**config.mk**
```make
export PLATFORM = sky130hd
export DESIGN_NAME = scoreboard_digit_scan
export DESIGN_NICKNAME = d
export VERILOG_FILES = /design/src/rtl/scoreboard_digit_scan.sv
export SDC_FILE = /design/constraint.sdc
export NUM_CORES = 1
export LEC_CHECK = 0
export CAP_MARGIN = 20
export CORE_MARGIN = 2
export CORE_UTILIZATION = 50
export DETAILED_ROUTE_END_ITERATION = 10
export GPL_TIMING_DRIVEN = 0
export PLACE_DENSITY = 0.79
export SYNTH_ARGS = -nofsm -noshare
export SYNTH_HDL_FRONTEND = slang
export SYNTH_SLANG_ARGS = --single-unit
```
**constraint.sdc**
```tcl
create_clock -name clk -period 2 [get_ports clk]
set_input_delay 0.3 -clock clk [delete_from_list [all_inputs] [get_ports clk]]
set_output_delay 0.3 -clock clk [all_outputs]
set_load 0.02 [all_outputs]
```
**src/rtl/scoreboard_digit_scan.sv**
```systemverilog
// Four-digit multiplexed score display scanner: prescaled one-hot digit rotation,
// double-buffered score (pending + shadow) swapped only at frame boundaries.
module scoreboard_digit_scan #(
  parameter int DIV        = 50000,
  parameter int LEAD_BLANK = 1
) (
  input  logic        clk,
  input  logic        rst_n,
  input  logic        score_valid,
  input  logic [15:0] score_in,
  output logic        score_ready,
  output logic [3:0]  code,
  output logic [3:0]  digit,
  output logic        blank,
  output logic        frame_done
);

  localparam logic [19:0] LAST = 20'(DIV - 1);

  logic [19:0] count;
  logic        tick;
  logic        boundary;
  logic        accept;
  logic [15:0] pending;
  logic [15:0] shadow;
  logic        pending_full;
  logic [3:0]  zero_above;

  assign tick     = (count == LAST);
  assign boundary = tick && code[3];

  // Handshake: a score transfers on any rising edge where score_valid and
  // score_ready are both high; score_ready depends only on internal state.
  assign score_ready = ~pending_full;
  assign accept      = score_valid && score_ready;
  assign frame_done  = boundary;

  always_ff @(posedge clk or negedge rst_n) begin
    if (!rst_n) begin
      count <= '0;
    end else if (tick) begin
      count <= '0;
    end else begin
      count <= count + 20'd1;
    end
  end

  always_ff @(posedge clk or negedge rst_n) begin
    if (!rst_n) begin
      code <= 4'b0001;
    end else if (tick) begin
      code <= {code[2:0], code[3]};
    end
  end

  // accept and the boundary transfer are exclusive: accept needs pending empty.
  always_ff @(posedge clk or negedge rst_n) begin
    if (!rst_n) begin
      pending      <= '0;
      pending_full <= 1'b0;
      shadow       <= '0;
    end else if (accept) begin
      pending      <= score_in;
      pending_full <= 1'b1;
    end else if (boundary && pending_full) begin
      shadow       <= pending;
      pending_full <= 1'b0;
    end
  end

  always_comb begin
    digit = ({4{code[0]}} & shadow[3:0])
          | ({4{code[1]}} & shadow[7:4])
          | ({4{code[2]}} & shadow[11:8])
          | ({4{code[3]}} & shadow[15:12]);
  end

  // zero_above[k]: nibbles k..3 are all zero; digit 0 is never dark.
  always_comb begin
    zero_above    = 4'b0000;
    zero_above[1] = (shadow[15:4] == 12'd0);
    zero_above[2] = (shadow[15:8] == 8'd0);
    zero_above[3] = (shadow[15:12] == 4'd0);
    blank         = (LEAD_BLANK != 0) && ((code & zero_above) != 4'b0000);
  end

endmodule

```
==> results of run 1 <==
==> worst max path at each step <==
stage / endpoint / slack, ps / cells after the start
6_report: frame_done / 30 / 4
3_5_place_dp: pending[5]$_DFFE_PN0P_ / -310 / 5
5_1_grt: frame_done / -50 / 4
3_3_place_gp: pending[11]$_DFFE_PN0P_ / -1090 / 1
2_1_floorplan: shadow[10]$_DFFE_PN0P_ / 20 / 5
4_1_cts: frame_done / -50 / 4
==> per-layer routing <==
metal | share of wire | up-vias | routed length [um] | global-route usage
li1 | - | 800 | - | -
met1 | 0.44 | 808 | 2130 | 0.253
met2 | 0.49 | 54 | 2370 | 0.297
met3 | 0.058 | 8 | 280 | 0.0870
met4 | 0.012 | 0 | 60 | 0.0819
met5 | 0 | - | 0 | 0
==> layout by cell type, fill, tap and decap left out, drive strengths merged, types with 2 or more instances in the layout <==
| cell | netlist | final |
|---|---|---|
| buf | 3 | 11 |
| and3 | 3 | 3 |
| dfrtp | 56 | 56 |
| a31o | 2 | 2 |
| nor2b | 2 | 2 |
| nand3 | 11 | 11 |
| nor4 | 6 | 6 |
| mux2 | 35 | 35 |
| a22oi | 8 | 8 |
| a21oi | 3 | 3 |
| clkinvlp | 0 | 3 |
| xnor2 | 9 | 9 |
| nand2 | 9 | 9 |
| clkdlybuf4s50 | 0 | 22 |
| clkinv | 0 | 3 |
| inv | 5 | 5 |
| and4 | 2 | 2 |
| xor2 | 7 | 7 |
| nand4 | 7 | 7 |
| dlygate4sd2 | 0 | 4 |
| nor3 | 4 | 4 |
| clkbuf | 2 | 12 |
| nor2 | 17 | 17 |
==> cells by family (layout without fill, tap and decap cells) <==
family,count (synthesis),after routing,share of synthesized area
compound gates,14,14,0.0385
fa+ha+maj,1,1,0.00494
flops,57,57,0.564
buf+inv,10,62,0.0198
xor+xnor,16,16,0.0553
mux,35,35,0.169
simple gates,64,64,0.149
==> where the power goes <==
group / leakage, uW / switching, uW / internal [uW]
clock: 0.0000785 / 471 / 449
sequential: 0.000746 / 19.7 / 1190
combinational: 0.000623 / 34.9 / 62.3
==> critical path: cells and delay by family (launching register included) <==
| family | cells | cell delay [ps] |
|---|---|---|
| buffers and inverters | 1 | 170 |
| DFF | 1 | 430 |
| and+or+nand+nor | 3 | 740 |
==> state kept, by name, summed over array words and instances, names as in the netlist <==
signal	count
count	20
pending	16
shadow	16
code	4
pending_full	1
==> area by class of cell <==
type                            count  area [um^2]
Fill cell                         366         1630
Sequential cell                    57         1430
Multi-Input combinational cell    130         1080
Timing Repair Buffer               37          358
Clock buffer                       10          128
Tap cell                           67         83.8
Clock inverter                      6         45.0
Buffer                              4         35.0
Inverter                            5         18.8
==> per-stage QoR <==
stage          total power [uW]  worst slack (ps)
2_1_floorplan              1260              18.5
3_3_place_gp               1320             -1090
3_5_place_dp               1330              -311
4_1_cts                    2260             -50.6
5_1_grt                    2330             -51.0
6_report                   2230              32.4
==> what timing repair did <==
action                                  in CTS  in global routing
resized for setup                           17                  6
pin swaps                                    3                  6
hold buffers                                 1                  0
hold endpoints to repair                    17                  0
endpoints found under the setup margin      23                 29
cloned                                       0                  0
setup buffers                                1                  5
==> flow_summary.yaml, run 1 <==
timing:
  worst_pin_slew_ps: 435
  finalHoldViolCount: 0
  slew_headroom: 0.709
  slew_violations: 0
  period_minus_slack_ps: 1970
  max_freq_mhz: 508
  fin_hold_ws_ps: 429
  finalSetupViolCount: 0
  fin_tns_setup_ps: 0
  skew_ps: 6.51
  rsz0062_at_grt: "true"
  min_period_over_period: 0.984
synth:
  ys_ff_latch: 57
  synth-edff-count: 0
  synth_cell_types: 32
  synthTopCellsByArea: "dfrtp_1 55%, mux2_2 12%, mux2_4 5.3%, xnor2_1 3.1%, nor2_1 2.5%"
  netlist.area_leader.share: 0.553
  synth_ff_type: "dfrtp_1"
  yosysSeqAreaShare: 0.564
  syn_inst: 197
  avgSynthCellArea_um2: 12.9
  mappedNetlistArea_um2: 2530
  synth.yosys.warnings: 0
  yosysMostFrequentCell: "dfrtp_1"
  synthArstFlopShare: 1.00
  synth_top_area_cell: "dfrtp_1"
  synth_nets: 217
  synth_common_cells: "56 x dfrtp_1, 26 x mux2_2, 17 x nor2_1, 11 x nand3_1"
pwr:
  ir_drop_uv: 628
  power_leakage_uw: 0.00145
  power_density_nw_per_um2: 700
detailed_routing:
  dr.pass1.iters: 4
  postRouteAntennaNets: 0
  vias: 1670
  wl_um: 4840
  wire_per_inst_um: 15.3
  drt_iter0_drc: 61
  vias_per_cell: 5.28
  drc: 0
layout:
  nets: 264
  utilization: 0.661
  design_area_um2: 3180
  antenna_cells: 0
  area_growth_pct: 25.7
  stdcell_count: 316
  drive_gt1_frac: 0.309
setup_path:
  crit_fanout: 3
  crit_slowest_cell: "dfrtp_2"
  timing.rr.start: "count[12]$_DFF_PN0_"
  cp.arrival_ps: 1670
  max_stage_delay_ps: 430
  r2r_slack_ps: 80
  cp.required_ps: 1700
  regToRegEndpoint: "shadow[2]$_DFFE_PN0P_"
  r2r_cells: 5
  critPathKind: "reg2out"
  worstSetupStartpointType: "register"
  startpoint: "count[12]$_DFF_PN0_"
  worstSetupEndpointType: "output port"
  worstPathCellList: "nor4_4 > nand4_2 > nor3_2 > buf_4"
floorplanning:
  core_area_um2: 4820
  start_util: 0.526
  die_w_um: 75.2
  rows: 25
  die-height_um: 75.2
  io_pins: 30
  dieArea_um2: 5650
clock_tree:
  insertion_delay_ps: 340
  cts_buffer_depth: 2
  clk_pin_slew_ps: 70
  root_buffer: "clkbuf_8"
  cts-htree-levels: 3
  cts.sinks: 57
  tritoncts: "yes"
  cts_made_buffers: 9
place:
  gp_congestion: 0.823
  place_area_um2: 2920
  post-place-cells: 294
  io_buffers: 29
  dpl.hpwl_um: 3210
global_routing:
  grt.total_usage: 0.198
  grt_antenna_before_repair: 0
  grt.overflow.total: 0
  grt_pass1_vias: 1687
  grt_max_degree: 41
  grt_first_pass_wirelength_um: 8000
hold_path:
  hp-class: "in2async"
flow_run:
  drv_cap: 0
outcome:
  outcome: "finished clean"
Power figures use the tool's default switching activity.
==> run 2: changes to the inputs <==
--- a/config.mk
+++ b/config.mk
@@ -7,10 +7,10 @@
 export LEC_CHECK = 0
 export CAP_MARGIN = 20
 export CORE_MARGIN = 2
-export CORE_UTILIZATION = 50
+export CORE_UTILIZATION = 40
 export DETAILED_ROUTE_END_ITERATION = 10
 export GPL_TIMING_DRIVEN = 0
-export PLACE_DENSITY = 0.79
+export PLACE_DENSITY = 0.67
 export SYNTH_ARGS = -nofsm -noshare
 export SYNTH_HDL_FRONTEND = slang
 export SYNTH_SLANG_ARGS = --single-unit
==> run 2 against run 1 <==
The flow now finishes with violations (negative setup slack); global-route usage is 4.9 points lower; worst hold slack better by 22 ps; via count is 3.3% higher; non-clock buffer count is 8 higher; sequential power hardly changed; clock skew grew 3.6 ps; combinational power shrank 1%; largest power group unchanged; highest routed layer unchanged.
==> flow_summary.yaml, run 2 (synthesis results as in run 1) <==
global_routing:
  grt_antenna_before_repair: 0
  grt_first_pass_wirelength_um: 8190
  grt_max_degree: 39
  grt.total_usage: 0.149
  grt_pass1_vias: 1722
  grt.overflow.total: 0
timing:
  finalSetupViolCount: 5
  max_freq_mhz: 496
  worst_pin_slew_ps: 556
  min_period_over_period: 1.01
  rsz0062_at_grt: "true"
  fin_hold_ws_ps: 451
  period_minus_slack_ps: 2010
  finalHoldViolCount: 0
  skew_ps: 10.2
  fin_ws_ps: -14.6
  slew_violations: 0
  slew_headroom: 0.629
layout:
  multi_input_area_um2: 1100
  largest-register: "count"
  nFillCells: 524
  largest_register_ffs: 20
  design_area_um2: 3330
  area_growth_pct: 31.4
  layout_common_cells: "54 x dfrtp_1, 26 x mux2_2, 22 x clkdlybuf4s50_1"
  antenna_cells: 0
  nets: 272
  seqCellArea_um2: 1430
  layout_commonest_cell: "dfrtp_1"
  top_regs: "count x20, pending x16, shadow x16"
  drive_gt1_frac: 0.325
detailed_routing:
  postRouteAntennaNets: 0
  vias: 1725
  drt_iter0_drc: 52
  dr.pass1.iters: 4
  wl_um: 5000
  wire_per_inst_um: 15.2
  vias_per_cell: 5.23
  drc: 0
pwr:
  p_total_uw: 2490
  power_density_nw_per_um2: 749
  ir_drop_uv: 646
  power_leakage_uw: 0.00156
clock_tree:
  cts.sinks: 57
  cts-htree-levels: 3
  tritoncts: "yes"
  insertion_delay_ps: 330
  clk_pin_slew_ps: 70
  root_buffer: "clkbuf_8"
  cts_made_buffers: 9
  cts_buffer_depth: 2
setup_path:
  crit_slowest_cell: "dfrtp_2"
  regToRegEndpoint: "shadow[2]$_DFFE_PN0P_"
  cp.arrival_ps: 2240
  cp.required_ps: 2220
  startpoint: "count[12]$_DFF_PN0_"
  max_stage_delay_ps: 430
  worstSetupStartpointType: "register"
  r2r_cells: 7
  worstSetupEndpointType: "register"
  critPathKind: "reg2reg"
  crit_fanout: 6
  worstPathCellList: "nor4_4 > nand4_4 > buf_4 > nor4_4 > buf_6 > buf_4 > mux2_2"
  r2r_slack_ps: -10
  timing.rr.start: "count[12]$_DFF_PN0_"
place:
  dpl.hpwl_um: 3280
  gp_congestion: 0.818
  place_area_um2: 2930
  io_buffers: 29
  dpl_worst_slack_ps: -279
floorplanning:
  core_area_um2: 6030
  die-height_um: 83.6
  die_w_um: 83.6
  rows: 28
  start_util: 0.420
  io_pins: 30
  dieArea_um2: 6980
hold_path:
  hp-class: "in2async"
flow_run:
  drv_cap: 0
outcome:
  failed_checks: "negative setup slack"
  outcome: "complete, but fails checks"
[run 2: power by group]
group | internal, uW | leakage (uW) | total (uW) | switching, uW
sequential | 1190 | 0.000746 | 1210 | 17.7
combinational | 62.2 | 0.000699 | 96.0 | 33.8
clock | 753 | 0.000111 | 1190 | 434
[run 2: worst max path at each step]
stage,slack [ps],end
2_1_floorplan,20,shadow[10]$_DFFE_PN0P_
3_3_place_gp,-1130,pending[11]$_DFFE_PN0P_
3_5_place_dp,-280,pending[5]$_DFFE_PN0P_
4_1_cts,-130,frame_done
5_1_grt,-90,shadow[5]$_DFFE_PN0P_
6_report,-10,shadow[2]$_DFFE_PN0P_
[run 2: what timing repair did]
action | 4_1_cts | 5_1_grt
endpoints found under the hold margin | 19 | 0
setup buffers | 3 | 9
gates resized for setup | 14 | 13
pin swaps | 2 | 5
gates cloned | 0 | 1
hold buffers | 1 | 0
setup endpoints to repair | 23 | 13
[run 2: critical path, delay by kind of cell (launching register included)]
family                 cells  cell delay, ps
flip-flops                 1             430
buffers and inverters      3             480
multiplexers               1             320
AND/OR/NAND/NOR            3             670
[run 2: layout make-up]
type | instances | area share
Multi-Input combinational cell | 130 | 0.330
Buffer | 5 | 0.0132
Clock inverter | 3 | 0.0195
Inverter | 5 | 0.00564
Sequential cell | 57 | 0.430
Tap cell | 75 | 0.0282
Clock buffer | 11 | 0.0455
Timing Repair Buffer | 44 | 0.128
[run 2: stage by stage]
step / util / setup TNS (ps) / cells
floorplan: - / 0 / 197
global placement: 0.484 / -69260 / 301
detailed placement: 0.487 / -5410 / 302
CTS: 0.532 / -132 / 320
global route: 0.552 / -969 / 330
finish: 0.552 / -37.7 / 330
[run 2: per-layer routing]
metal,track usage,part of all wire,vias to the layer above
met5,0,0,-
met4,0.0469,0.010,0
met3,0.0643,0.045,6
met2,0.232,0.49,36
met1,0.187,0.46,869
li1,-,-,814
==> run 3: changes to the inputs <==
==> constraint.sdc (replaced) <==
create_clock -name clk -period 1.7 [get_ports clk]
set_input_delay 0.255 -clock clk [delete_from_list [all_inputs] [get_ports clk]]
set_output_delay 0.255 -clock clk [all_outputs]
set_load 0.02 [all_outputs]
==> run 3 against run 2 <==
The run still ends with negative setup slack left; power up 11%; final area up 2.6%; worst hold slack worse by 8.0 ps; core utilization up 1.4 points; flip-flop and latch count stayed put; first-iteration DRC count grew 3.8%; critical path depth decreased by 3; non-clock buffer count grew 1; die area unchanged; global-route usage is 1.4 points higher; largest cell class unchanged; highest routed layer unchanged.
==> flow_summary.yaml, run 3 (synthesis results as in run 1) <==
place:
  place_area_um2: 2940
  post-place-cells: 302
  io_buffers: 29
  dpl.hpwl_um: 3380
  gp_congestion: 0.824
global_routing:
  grt.total_usage: 0.163
  grt_pass1_vias: 1836
  grt_max_degree: 36
  grt_busiest_layer: "met2"
  grt.overflow.total: 0
  met3_usage: 0.0593
  grt_antenna_before_repair: 0
  grt_first_pass_wirelength_um: 8930
  use_met2: 0.261
  gr-usage-met1: 0.208
flow_run:
  drv_cap: 0
layout:
  nets: 273
  drive_gt1_frac: 0.384
  antenna_cells: 0
  stdcell_count: 333
  layout_commonest_cell: "dfrtp_1"
  largest-register: "count"
  top_regs: "count x20, pending x16, shadow x16"
  largest_register_ffs: 20
  nFillCells: 533
  design_area_um2: 3410
  area_growth_pct: 34.8
  layout_common_cells: "51 x dfrtp_1, 19 x mux2_2, 17 x clkdlybuf4s50_1"
  utilization: 0.566
timing:
  max_freq_mhz: 511
  rsz0062_at_grt: "true"
  slew_violations: 0
  slew_headroom: 0.625
  skew_ps: 7.61
  period_minus_slack_ps: 1960
  fin_hold_ws_ps: 443
  worst_pin_slew_ps: 563
  min_period_over_period: 1.15
  fin_tns_setup_ps: -5580
  fin_ws_ps: -258
  finalHoldViolCount: 0
  finalSetupViolCount: 31
pwr:
  seq_power_share: 0.514
  ir_drop_uv: 742
  power_leakage_uw: 0.00159
  clkPwrFrac: 0.445
  switching_share: 0.211
  comb_power_share: 0.041
  power_density_nw_per_um2: 812
  p_int_uw: 2190
  p_sw_uw: 585
detailed_routing:
  drt_iter0_drc: 54
  vias_per_cell: 5.27
  dr.pass1.iters: 4
  wl_um: 5340
  drc: 0
  vias: 1756
  wire_per_inst_um: 16.0
  postRouteAntennaNets: 0
setup_path:
  cp.arrival_ps: 1700
  crit_slowest_cell: "dfrtp_2"
  worstSetupStartpointType: "register"
  cp.required_ps: 1440
  max_stage_delay_ps: 430
  crit_fanout: 3
  worstSetupEndpointType: "output port"
  worst_path_dominant_cell_family: "simple AND/OR/NAND/NOR gates"
  worstPathCellList: "nor4_4 > nand3_2 > nor3_4 > buf_6"
  cp_num_buf_inv: 1
  critPathKind: "reg2out"
clock_tree:
  cts_made_buffers: 9
  cts-htree-levels: 3
  cts_buffer_depth: 2
  root_buffer: "clkbuf_8"
  cts.sinks: 57
  insertion_delay_ps: 330
  clk_pin_slew_ps: 60
  tritoncts: "yes"
floorplanning:
  core_area_um2: 6030
  die_w_um: 83.6
  io_pins: 30
  rows: 28
  dieArea_um2: 6980
  die-height_um: 83.6
  start_util: 0.420
outcome:
  failed_checks: "negative setup slack"
  outcome: "complete, but fails checks"
hold_path:
  hp-class: "in2async"
run 3: worst register-to-register path: stages (launching register included):
cell and delay [ps]:
dfrtp_2 430, nor4_4 400, nand3_2 140, nor4_4 230
buf_6 170, clkbuf_16 160, mux2_4 300
run 3: cell type report:
class | count | area (um^2) | area share
clock inverter | 3 | 40.0 | 0.0117
timing repair buffer | 46 | 462 | 0.135
inverter | 5 | 18.8 | 0.00550
multi-input combinational | 130 | 1170 | 0.343
clock buffer | 13 | 149 | 0.0436
tap | 75 | 93.8 | 0.0275
buffer | 4 | 43.8 | 0.0128
sequential | 57 | 1430 | 0.420
run 3: stage by stage:
step | worst slack [ps] | total power [uW]
global route | -346 | 2880
detailed placement | -611 | 1560
global placement | -1390 | 1560
finish | -258 | 2770
floorplan | -264 | 1480
CTS | -284 | 2800
run 3: path summary, 6_finish.rpt:
path	slack [ps]	depth (start not counted)	to	from
setup reg to reg	-230	6	shadow[10]$_DFFE_PN0P_	count[17]$_DFF_PN0_
hold / removal	440	2	count[12]$_DFF_PN0_	rst_n
max in group asynchronous	610	3	code[0]$_DFFE_PN1N_	rst_n
min in group clk	500	1	shadow[7]$_DFFE_PN0P_	pending[7]$_DFFE_PN0P_
setup / recovery	-260	4	frame_done	count[17]$_DFF_PN0_
hold reg to reg	500	1	shadow[7]$_DFFE_PN0P_	pending[7]$_DFFE_PN0P_
run 3: routing by layer:
metal	wire, um	share of wire
met3	279	0.052
met2	2590	0.49
met5	0	0
met4	35	0.0066
met1	2430	0.46
run 3: timing repair:
item	CTS	global route
setup endpoints to repair	43	40
gates cloned	0	1
resized for setup	42	25
hold buffers	1	0
endpoints found under the hold margin	22	0
pin swaps	5	6
setup buffers	10	4
run 3: power groups by stage:
| stage | combinational (uW) | clock, uW | sequential (uW) |
|---|---|---|---|
| 6_report | 115 | 1230 | 1430 |
| 5_1_grt | 129 | 1330 | 1430 |
| 4_1_cts | 118 | 1260 | 1420 |
| 3_5_place_dp | 116 | 0 | 1450 |
| 3_3_place_gp | 108 | 0 | 1450 |
| 2_1_floorplan | 39.6 | 0 | 1440 |
